--- config.mk ---
export PLATFORM = sky130hd
export DESIGN_NAME = ra_spec_stack_flat
export DESIGN_NICKNAME = d
export VERILOG_FILES = /design/src/rtl/ra_spec_stack_pkg.sv /design/src/rtl/ra_spec_stack_if.sv /design/src/rtl/ra_spec_stack_core.sv /design/src/rtl/ra_spec_stack.sv /design/src/flat_wrapper.sv
export SDC_FILE = /design/constraint.sdc
export NUM_CORES = 2
export LEC_CHECK = 0
export CAP_MARGIN = 20
export CORE_MARGIN = 2
export CORE_UTILIZATION = 35
export CTS_BUF_LIST = sky130_fd_sc_hd__clkbuf_8
export DETAILED_ROUTE_END_ITERATION = 16
export DONT_BUFFER_PORTS = 1
export GPL_TIMING_DRIVEN = 0
export PLACE_DENSITY = 0.54
export SLEW_MARGIN = 15
export SYNTH_ARGS = -nofsm -noshare
export SYNTH_HDL_FRONTEND = slang
export SYNTH_SLANG_ARGS = --single-unit
--- constraint.sdc ---
create_clock -name clk -period 34.9 [get_ports clk]
set_clock_uncertainty 0.1 [all_clocks]
set_input_delay 6.98 -clock clk [delete_from_list [all_inputs] [get_ports clk]]
set_output_delay 6.98 -clock clk [all_outputs]
set_load 0.01 [all_outputs]
--- src/rtl/ra_spec_stack_pkg.sv ---
// Shared widths and helpers for the speculative return-address stack.
package ra_spec_stack_pkg;

   localparam int unsigned ADDR_W         = 32;
   localparam int unsigned RA_STACK_DEPTH = 8;
   localparam int unsigned INST_W         = 32;
   localparam int unsigned BYTE_W         = 8;
   localparam int unsigned INCR           = INST_W / BYTE_W;

   // Return target of a call: the instruction after it, wrapping at ADDR_W.
   function automatic logic [ADDR_W-1:0] ret_target(input logic [ADDR_W-1:0] pc);
      return ADDR_W'(pc + ADDR_W'(INCR));
   endfunction

endpackage

--- src/rtl/ra_spec_stack_if.sv ---
// Fetch/commit/flush bundle between the pipeline and the return-address stack.
interface ra_spec_stack_if;
   import ra_spec_stack_pkg::*;

   logic              fetch_call_;
   logic [ADDR_W-1:0] fetch_pc;
   logic              fetch_ret_;
   logic              ret_v;
   logic [ADDR_W-1:0] ret_addr;
   logic              commit_call_;
   logic [ADDR_W-1:0] commit_pc;
   logic              commit_ret_;
   logic              flush_;
   logic              ovf;

   modport master (
      output fetch_call_, fetch_pc, fetch_ret_,
      output commit_call_, commit_pc, commit_ret_, flush_,
      input  ret_v, ret_addr, ovf
   );

   modport slave (
      input  fetch_call_, fetch_pc, fetch_ret_,
      input  commit_call_, commit_pc, commit_ret_, flush_,
      output ret_v, ret_addr, ovf
   );

endinterface

--- src/rtl/ra_spec_stack_core.sv ---
// Circular stack with push/pop/replace and a priority full-state load port.
module ra_spec_stack_core
   import ra_spec_stack_pkg::*;
#(
   parameter  int unsigned DEPTH = RA_STACK_DEPTH,
   localparam int unsigned PTR_W = $clog2(DEPTH),
   localparam int unsigned CNT_W = $clog2(DEPTH + 1)
) (
   input  logic                         clk,
   input  logic                         reset,
   input  logic                         i_push_,
   input  logic                         i_pop_,
   input  logic [ADDR_W-1:0]            i_push_val,
   input  logic                         i_load_,
   input  logic [DEPTH-1:0][ADDR_W-1:0] i_load_mem,
   input  logic [PTR_W-1:0]             i_load_ptr,
   input  logic [CNT_W-1:0]             i_load_cnt,
   output logic [DEPTH-1:0][ADDR_W-1:0] o_mem,
   output logic [PTR_W-1:0]             o_ptr,
   output logic [CNT_W-1:0]             o_cnt,
   output logic [DEPTH-1:0][ADDR_W-1:0] o_nxt_mem_c,
   output logic [PTR_W-1:0]             o_nxt_ptr_c,
   output logic [CNT_W-1:0]             o_nxt_cnt_c,
   output logic                         o_wrap_c
);

   logic [DEPTH-1:0][ADDR_W-1:0] r_mem;
   logic [PTR_W-1:0]             r_ptr;
   logic [CNT_W-1:0]             r_cnt;
   logic [PTR_W-1:0]             w_ptr_inc;
   logic                         w_full;
   logic                         w_empty;

   assign w_ptr_inc = r_ptr + PTR_W'(1);
   assign w_full    = (r_cnt == CNT_W'(DEPTH));
   assign w_empty   = (r_cnt == '0);

   // Next state: load wins, then replace (push+pop on non-empty), push, pop.
   always_comb begin
      o_nxt_mem_c = r_mem;
      o_nxt_ptr_c = r_ptr;
      o_nxt_cnt_c = r_cnt;
      o_wrap_c    = 1'b0;
      if (!i_load_) begin
         o_nxt_mem_c = i_load_mem;
         o_nxt_ptr_c = i_load_ptr;
         o_nxt_cnt_c = i_load_cnt;
      end else if (!i_push_ && !i_pop_ && !w_empty) begin
         o_nxt_mem_c[r_ptr] = i_push_val;
      end else if (!i_push_) begin
         o_nxt_ptr_c            = w_ptr_inc;
         o_nxt_mem_c[w_ptr_inc] = i_push_val;
         o_nxt_cnt_c            = w_full ? r_cnt : r_cnt + CNT_W'(1);
         o_wrap_c               = w_full;
      end else if (!i_pop_ && !w_empty) begin
         o_nxt_ptr_c = r_ptr - PTR_W'(1);
         o_nxt_cnt_c = r_cnt - CNT_W'(1);
      end
   end

   always_ff @(posedge clk or posedge reset) begin
      if (reset) begin
         r_mem <= '0;
         r_ptr <= '0;
         r_cnt <= '0;
      end else begin
         r_mem <= o_nxt_mem_c;
         r_ptr <= o_nxt_ptr_c;
         r_cnt <= o_nxt_cnt_c;
      end
   end

   assign o_mem = r_mem;
   assign o_ptr = r_ptr;
   assign o_cnt = r_cnt;

endmodule

--- src/rtl/ra_spec_stack.sv ---
// Speculative return-address stack, restored in one cycle from a committed shadow on flush.
module ra_spec_stack
   import ra_spec_stack_pkg::*;
#(
   parameter  int unsigned RA_DEPTH = RA_STACK_DEPTH,
   localparam int unsigned PTR_W    = $clog2(RA_DEPTH),
   localparam int unsigned CNT_W    = $clog2(RA_DEPTH + 1)
) (
   input  logic            clk,
   input  logic            reset,
   ra_spec_stack_if.slave  bus
);

   logic [RA_DEPTH-1:0][ADDR_W-1:0] w_cmt_nxt_mem;
   logic [PTR_W-1:0]                w_cmt_nxt_ptr;
   logic [CNT_W-1:0]                w_cmt_nxt_cnt;
   logic [RA_DEPTH-1:0][ADDR_W-1:0] w_cmt_mem;
   logic [PTR_W-1:0]                w_cmt_ptr;
   logic [CNT_W-1:0]                w_cmt_cnt;
   logic                            w_cmt_wrap;

   logic [RA_DEPTH-1:0][ADDR_W-1:0] w_spec_mem;
   logic [PTR_W-1:0]                w_spec_ptr;
   logic [CNT_W-1:0]                w_spec_cnt;
   logic [RA_DEPTH-1:0][ADDR_W-1:0] w_spec_nxt_mem;
   logic [PTR_W-1:0]                w_spec_nxt_ptr;
   logic [CNT_W-1:0]                w_spec_nxt_cnt;
   logic                            w_spec_wrap;

   logic                            w_unused;
   logic                            r_ovf;

   // Architectural copy, driven only by retirement.
   ra_spec_stack_core #(.DEPTH(RA_DEPTH)) u_cmt (
      .clk         (clk),
      .reset       (reset),
      .i_push_     (bus.commit_call_),
      .i_pop_      (bus.commit_ret_),
      .i_push_val  (ret_target(bus.commit_pc)),
      .i_load_     (1'b1),
      .i_load_mem  ('0),
      .i_load_ptr  ('0),
      .i_load_cnt  ('0),
      .o_mem       (w_cmt_mem),
      .o_ptr       (w_cmt_ptr),
      .o_cnt       (w_cmt_cnt),
      .o_nxt_mem_c (w_cmt_nxt_mem),
      .o_nxt_ptr_c (w_cmt_nxt_ptr),
      .o_nxt_cnt_c (w_cmt_nxt_cnt),
      .o_wrap_c    (w_cmt_wrap)
   );

   // Speculative copy; flush loads the committed next state, so same-cycle retirements survive.
   ra_spec_stack_core #(.DEPTH(RA_DEPTH)) u_spec (
      .clk         (clk),
      .reset       (reset),
      .i_push_     (bus.fetch_call_),
      .i_pop_      (bus.fetch_ret_),
      .i_push_val  (ret_target(bus.fetch_pc)),
      .i_load_     (bus.flush_),
      .i_load_mem  (w_cmt_nxt_mem),
      .i_load_ptr  (w_cmt_nxt_ptr),
      .i_load_cnt  (w_cmt_nxt_cnt),
      .o_mem       (w_spec_mem),
      .o_ptr       (w_spec_ptr),
      .o_cnt       (w_spec_cnt),
      .o_nxt_mem_c (w_spec_nxt_mem),
      .o_nxt_ptr_c (w_spec_nxt_ptr),
      .o_nxt_cnt_c (w_spec_nxt_cnt),
      .o_wrap_c    (w_spec_wrap)
   );

   assign w_unused = ^{w_cmt_mem, w_cmt_ptr, w_cmt_cnt, w_cmt_wrap,
                       w_spec_nxt_mem, w_spec_nxt_ptr, w_spec_nxt_cnt};

   // Wrap is already suppressed by a load, so flush never raises ovf.
   always_ff @(posedge clk or posedge reset) begin
      if (reset) r_ovf <= 1'b0;
      else       r_ovf <= w_spec_wrap;
   end

   assign bus.ret_v    = (w_spec_cnt != '0);
   assign bus.ret_addr = w_spec_mem[w_spec_ptr];
   assign bus.ovf      = r_ovf;

endmodule

--- src/flat_wrapper.sv ---
// flat-port wrapper written by rule: the top's interface ports become plain ports
module ra_spec_stack_flat import ra_spec_stack_pkg::*;
#(
   parameter  int unsigned RA_DEPTH = RA_STACK_DEPTH,
   localparam int unsigned PTR_W    = $clog2(RA_DEPTH),
   localparam int unsigned CNT_W    = $clog2(RA_DEPTH + 1)
)
  (clk, reset, bus_fetch_call_, bus_fetch_pc, bus_fetch_ret_, bus_commit_call_, bus_commit_pc, bus_commit_ret_, bus_flush_, bus_ret_v, bus_ret_addr, bus_ovf);
  ra_spec_stack_if bus_i ();
  input  logic clk;
  input  logic reset;
  input wire logic [$bits(bus_i.fetch_call_)-1:0] bus_fetch_call_;
  input wire logic [$bits(bus_i.fetch_pc)-1:0] bus_fetch_pc;
  input wire logic [$bits(bus_i.fetch_ret_)-1:0] bus_fetch_ret_;
  input wire logic [$bits(bus_i.commit_call_)-1:0] bus_commit_call_;
  input wire logic [$bits(bus_i.commit_pc)-1:0] bus_commit_pc;
  input wire logic [$bits(bus_i.commit_ret_)-1:0] bus_commit_ret_;
  input wire logic [$bits(bus_i.flush_)-1:0] bus_flush_;
  output wire logic [$bits(bus_i.ret_v)-1:0] bus_ret_v;
  output wire logic [$bits(bus_i.ret_addr)-1:0] bus_ret_addr;
  output wire logic [$bits(bus_i.ovf)-1:0] bus_ovf;
  assign bus_i.fetch_call_ = bus_fetch_call_;
  assign bus_i.fetch_pc = bus_fetch_pc;
  assign bus_i.fetch_ret_ = bus_fetch_ret_;
  assign bus_i.commit_call_ = bus_commit_call_;
  assign bus_i.commit_pc = bus_commit_pc;
  assign bus_i.commit_ret_ = bus_commit_ret_;
  assign bus_i.flush_ = bus_flush_;
  assign bus_ret_v = bus_i.ret_v;
  assign bus_ret_addr = bus_i.ret_addr;
  assign bus_ovf = bus_i.ovf;
  ra_spec_stack #(.RA_DEPTH(RA_DEPTH)) u_core (.clk(clk), .reset(reset), .bus(bus_i));
endmodule
* Word level (Yosys, flattened, before mapping)
Cells that the tools add are included.
** Cells by class
- $add $sub $neg :: 10
- Order comparisons :: 8
- Eq/ne operators :: 6
- Muxes and demuxes :: 38
- Reductions and logical operators :: 21
** Operator list (number)
- $mux 256 :: 5
- $bwmux 256 :: 4
- $demux 32 s3 :: 4
- $mux 32 :: 5
- $bmux 32 s3 :: 1
- $add 32x3->32 const B :: 2
- $mux 4 :: 9
- $mux 3 :: 7
- $lt 3x4->1 const B :: 4
- $ge 3x1->1 const B :: 4
- $logic_and 1x1->1 :: 10
- $add 4x1->4 const B :: 2
- $eq 4x4->1 const B :: 2
- $logic_not 4->1 :: 2
- $sub 4x1->4 const B :: 2
- $add 3x1->3 const B :: 2
- $logic_not 1->1 :: 6
- $ne 3x2->1 const B :: 2
- $sub 3x1->3 const B :: 2
- $reduce_bool 4->1 :: 1
- $mux 1 :: 3
- $ne 3x3->1 const B :: 1
- $reduce_and 3->1 :: 1
- $ne 2x2->1 const B :: 1
- $reduce_and 2->1 :: 1
** Storage, ports and cells
- Register bits :: 527
- Input bits :: 71
- Output and inout bits :: 34
- Logic and storage cells :: 104

* Logic depth before layout (Yosys ltp)
- Depth after elaboration :: 9
- Depth in mapped cells :: 11
- Mapped depth without buffers :: 7

* Modules after synthesis
Synthesis repeated with hierarchy kept, for this count alone.
** Unflattened totals
- Cell total of the unflattened synthesis :: 2959
- Area, all modules :: 30409.2 µm²
** By module, submodules not included
- ra_spec_stack_core :: instances 2, cells each 1339, area an instance 13570.5 µm², seq. area each 6581.3 µm²
- ra_spec_stack :: instances 1, cells each 281, area an instance 3268.1 µm², seq. area each 25.0 µm²

* Worst setup path before layout
No wires, ideal clock.
- Kind :: in2reg
- From :: input bus_commit_pc[2]
- To :: register u_core.u_spec.r_mem (netlist bit u_core.u_spec.o_mem[54])
- Setup time :: 0.107 ns
- Arrival time :: 9.037 ns
- Data required time :: 34.693 ns
- Setup slack :: 25.656 ns
- Stages :: 9
- Path buffers :: 3
- Cells stage by stage :: ha_1 -> nand3_1 -> or3_1 -> buf_1 -> or4_1 -> buf_6 -> and2_1 -> buf_6 -> a2111oi_4
** Between the ends
- Word-level cells in the longest chain between the ends :: 5
- Elaborated cells on any way between the ends :: 6
- Classes of those cells :: 1 x add/sub; 5 x mux
** RTL lines
- start, declared :: RTL line flat_wrapper.sv:16 : input wire logic [$bits(bus_i.commit_pc)-1:0] bus_commit_pc;
- $add 32x3->32 * :: RTL line ra_spec_stack_pkg.sv:12 : return ADDR_W'(pc + ADDR_W'(INCR));
- $bwmux 256 :: RTL line ra_spec_stack_core.sv:52 : o_nxt_mem_c[w_ptr_inc] = i_push_val;
- $mux 256 :: RTL line ra_spec_stack_core.sv:50 : end else if (!i_push_) begin
- $mux 256 * :: RTL line ra_spec_stack_core.sv:48 : end else if (!i_push_ && !i_pop_ && !w_empty) begin
- $mux 256 * :: RTL line ra_spec_stack_core.sv:44 : if (!i_load_) begin
- end signal, assigned :: RTL line ra_spec_stack_core.sv:67 : r_mem <= o_nxt_mem_c;
- end, declared :: RTL line ra_spec_stack_core.sv:27 : logic [DEPTH-1:0][ADDR_W-1:0] r_mem;
Mark *: on every way between the ends. The rest lies on a longest branch, timed or not.
A chain may end at the register's enable or synchronous reset.

* Worst setup path after layout
- From :: register u_core.u_spec.r_ptr[1] (netlist: u_core.u_spec.o_ptr[1])
- To :: output bus_ret_addr[13]
** Between the ends
- Word-level cells in the longest chain between the ends :: 2
** RTL lines
- start, declared :: RTL line ra_spec_stack_core.sv:28 : logic [PTR_W-1:0] r_ptr;
- start signal, assigned :: RTL line ra_spec_stack_core.sv:68 : r_ptr <= o_nxt_ptr_c;
- $bmux 32 s3 :: RTL line ra_spec_stack.sv:83 : assign bus.ret_addr = w_spec_mem[w_spec_ptr];
- $mux 32 (not written as such) :: RTL line ra_spec_stack.sv:83
- end, declared :: RTL line flat_wrapper.sv:20 : output wire logic [$bits(bus_i.ret_addr)-1:0] bus_ret_addr;
No other way between the ends. The select of a mux whose other input is x is not followed.

==> impl_results.md <==
- Maximum root-to-sink buffer count: 3
- Post-synth cell types: 87
- Layout Nets: 2848
- Hold worst-path end: u_core.u_cmt.o_mem[69]
- GR Overflow Total: 0
- Design Area, Final: 0.0302 mm²
- Vias in the first global route: roughly 24000
- Worst hold-check path type: reg2reg
- Filler Cell Count: 7421
- Comb pwr share: 0.421
- Mux cell area share after synthesis: 0.0575
- FF+latch count, synth: about 530
- Top cell type by total area after synthesis: dfrtp_1
- Slowest stage delay, CP: 1000 ps
- Syn avg cell area: 10.1 µm²
- Post-synth EDFFs: 0
- Crit Path Category: reg2out
- FMAX: ~84 MHz
- Area of the multi-input gates: 0.0122 mm²
- Number of port buffers: 0
- Layout cells sized above 1: 0.118
- TritonCTS clock tree: done
- Async set-or-reset flop fraction in the synthesized netlist: 1.00
- Run status: finished clean
- CTS buffer count: 96
- Post-Syn Instances: 2642
- HPWL after detailed placement: 94400 µm
- Cell-internal power: roughly 1600 µW
- Drt wl/cell: 34.8 µm
- RSZ-0062 raised after global routing: false
- Die X: 280 µm
- Primary FF master, synth: dfrtp_1
- R2R setup slack: a little under 30000 ps
- Reg area: 0.0132 mm²
- GR Util All Layers: 0.335
- Sw Ratio: 0.437
- Initial antenna violation count: 11
- Flop pwr share: 0.370
- Simple-Gate Fraction of Synth Area: 0.140
- Leakage: 0.0123 µW
- Placement row count: 101
- Main combinational cell family by area after synthesis: compound AO/OA/AOI/OAI gates
- Pin count of the biggest net entering global routing: 109
- # DRC: 0
- Layout area overhead: 13.6%
- 1st-pass router iterations: 7
- Data required time at the worst endpoint: 27820 ps
- Count of yosys warnings during synthesis: 0
- Clock power frac: 0.209
- Psw: 1280 µW
- Iter 0 DRT Violations: 3796
- Post-Synth XOR/XNOR Area: 0.0141
- Slew Viols, Final: 0
- Worst path slowest cell: clkbuf_1
- First-pass GRT wire length: 186000 µm
- Reg clk slew, reported paths: 60 ps
- Hold depth: 2
- GP Congestion: 0.981
- Routed WL: 133000 µm
- Sink Count: 527
- Max H-tree Level: 3
- Max VDD drop: approximately 0.038 mV
- Most common cell on crit path: clkbuf_1
- Final setup TNS: 0 ps
- Core Region: 0.0757 mm²
- Crit path cell chain: clkbuf_1 > and3b_1 > clkbuf_1 > clkbuf_2 > clkbuf_1 > a22oi_1 > nand3_1
- RR Startpoint: u_core.u_cmt.o_ptr[0]
- ANT nets after route: 0
- Placed Area: 0.0282 mm²
- Post-synthesis compound-gate area fraction: 0.238
- Share of the clock period used by the worst path: 0.341
- DR vias: 25600
- Clk_lat worst skew: 720 ps
- Tmin final: 11910 ps
- Post CTS Setup Buffer Count: 0
- Post-CTS Resized: 0
- Post-synthesis sequential area ratio: 0.495
- Setup crit end kind: primary output
- Number of max-cap violations: 0
- Adder-cell share of the synthesized area: 0.00620
- R2R cell count: 10
- Syn Std Cell Area: 0.0266 mm²
- CP max FO: 10
- Hold_buf cts: 0
- Worst-margin pin slew: 1280 ps
- Final hold vios: 0
- Pwr dens: between 90 and 100 mW/mm²
- Kind of start point of the critical path: register
- Hold_sp: u_core.u_cmt.o_mem[69]
- Reg-to-reg endpoint: u_core.u_cmt.o_mem[158]
- Vias per cell: 6.69
- I/O pin count: 105
- Post-Synthesis Net Count: about 2700
- Area contributors post-synth: dfrtp_1, mux2i_1, mux2_2, clkbuf_1, a22oi_1
- CTS Root Cell: clkbuf_8
- Die ar.: about 0.078 mm²
- # setup viols final: 0
- Worst Path Arrival: 4830 ps
- Post-synth top area share: 0.495
- Slew margin rel.: 0.146
- Die Ht: 280 µm
- Initial Util: 0.352
-- routing by layer --
metal / GRT usage / up-vias / routed length (µm)
met1: 0.449 / 13000 / 53100
met2: 0.480 / 1892 / 55700
met3: 0.106 / 411 / 16500
met5: 0 / - / 25
li1: - / 10300 / -
met4: 0.182 / 4 / 7840
-- metrics by stage --
stage               cells   util  hold slack [ps]  total power [µW]  setup WS (ps)
floorplan            2642      -              336              1780          13090
global placement     3620  0.368              350              2230           7010
detailed placement   3642  0.373              363              2260          24000
CTS                  3812  0.399              378              2870          23220
global route         3817  0.399              401              3040          23070
finish               3822  0.400              372              2920          22990
-- Yosys cell counts (8+ instances only) --
| master | instances |
|---|---|
| dfrtp_1 | 527 |
| nor4_1 | 19 |
| a31oi_1 | 10 |
| mux2i_1 | 81 |
| o21ai_0 | 120 |
| nand2_1 | 156 |
| xnor2_1 | 28 |
| a22o_1 | 35 |
| and3_1 | 16 |
| o31a_1 | 10 |
| a22oi_1 | 87 |
| a311o_1 | 11 |
| and4_1 | 10 |
| o32ai_1 | 16 |
| o22a_1 | 53 |
| a21o_1 | 22 |
| buf_2 | 22 |
| or3_1 | 39 |
| ha_1 | 10 |
| inv_1 | 109 |
| and2_1 | 8 |
| mux2_2 | 64 |
| a21boi_0 | 44 |
| nor3b_1 | 10 |
| buf_1 | 13 |
| a221oi_1 | 23 |
| a211oi_1 | 38 |
| o21a_1 | 12 |
| o311ai_0 | 34 |
| nand3_1 | 107 |
| o31ai_1 | 21 |
| nand3b_1 | 21 |
| xor2_1 | 15 |
| o211ai_1 | 65 |
| nor3_1 | 130 |
| a221o_1 | 15 |
| clkbuf_1 | 179 |
| a21oi_1 | 99 |
| or4_1 | 8 |
| o221ai_1 | 74 |
| nand4_1 | 26 |
| nor2_1 | 149 |
| or2_2 | 8 |
-- worst max-delay path, delay by kind of cell, from the launching register on --
family | cells | cell delay (ps)
DFF | 1 | 400
AOI/OAI and AO/OA | 1 | 280
and+or+nand+nor | 2 | 560
buffers and inverters | 4 | 2830
-- worst max-delay path by stage --
stage	from	endpoint	depth (start not counted)
3_5_place_dp	u_core.u_spec.o_ptr[1]	bus_ret_addr[13]	7
4_1_cts	u_core.u_spec.o_ptr[1]	bus_ret_addr[13]	7
2_1_floorplan	reset	u_core.bus.ovf	1
5_1_grt	u_core.u_spec.o_ptr[1]	bus_ret_addr[15]	7
6_report	u_core.u_spec.o_ptr[1]	bus_ret_addr[13]	7
3_3_place_gp	reset	u_core.u_cmt.o_mem[69]	1
-- registers in the layout (all words and copies together) (netlist names) --
signal / flops
u_core.u_spec.o_ptr: 3
u_core.u_cmt.o_cnt: 4
u_core.u_cmt.o_ptr: 3
u_core.u_spec.o_cnt: 4
u_core.u_spec.o_mem: 256
u_core.u_cmt.o_mem: 256
u_core.bus.ovf: 1
-- area by class of cell --
type / count / area share
clock buffers: 126 / 0.0573
clock inverters: 44 / 0.00732
diodes: 6 / 0.000496
inverters: 111 / 0.0140
multi-input cells: 1786 / 0.405
repair buffers: 26 / 0.0101
well taps: 978 / 0.0405
plain buffers: 218 / 0.0295
flip-flops and latches: 527 / 0.436
-- power groups by stage --
stage	clock, µW	sequential, µW	combinational [µW]
CTS	612	1070	1190
floorplan	0	1020	761
detailed placement	0	1080	1190
global route	639	1100	1290
global placement	0	1080	1150
finish	611	1080	1230
-- kinds of logic after synthesis --
logic type / after synthesis
buffers and inverters: 329
muxes: 145
xor gates and xnor gates: 43
DFF: 527
and+or+nand+nor: 736
adders and majority gates: 13
AOI/OAI and AO/OA: 849
-- cell usage in the layout, fill, tap and decap left out, drive strengths merged, types with 27 or more instances in the layout --
cell type  count
nor3         131
a22o          35
or3           39
o22a          53
nor2         149
o21ai        124
a22oi         87
clkbuf       307
nand4         27
a211oi        38
nand3        107
o311ai        39
a21oi        100
xnor2         28
dfrtp        527
mux2i         81
o211ai        65
nand2        156
inv          139
buf           63
a21boi        46
mux2          64
o221ai        74
Note: power is estimated with default switching activity, not from simulation.
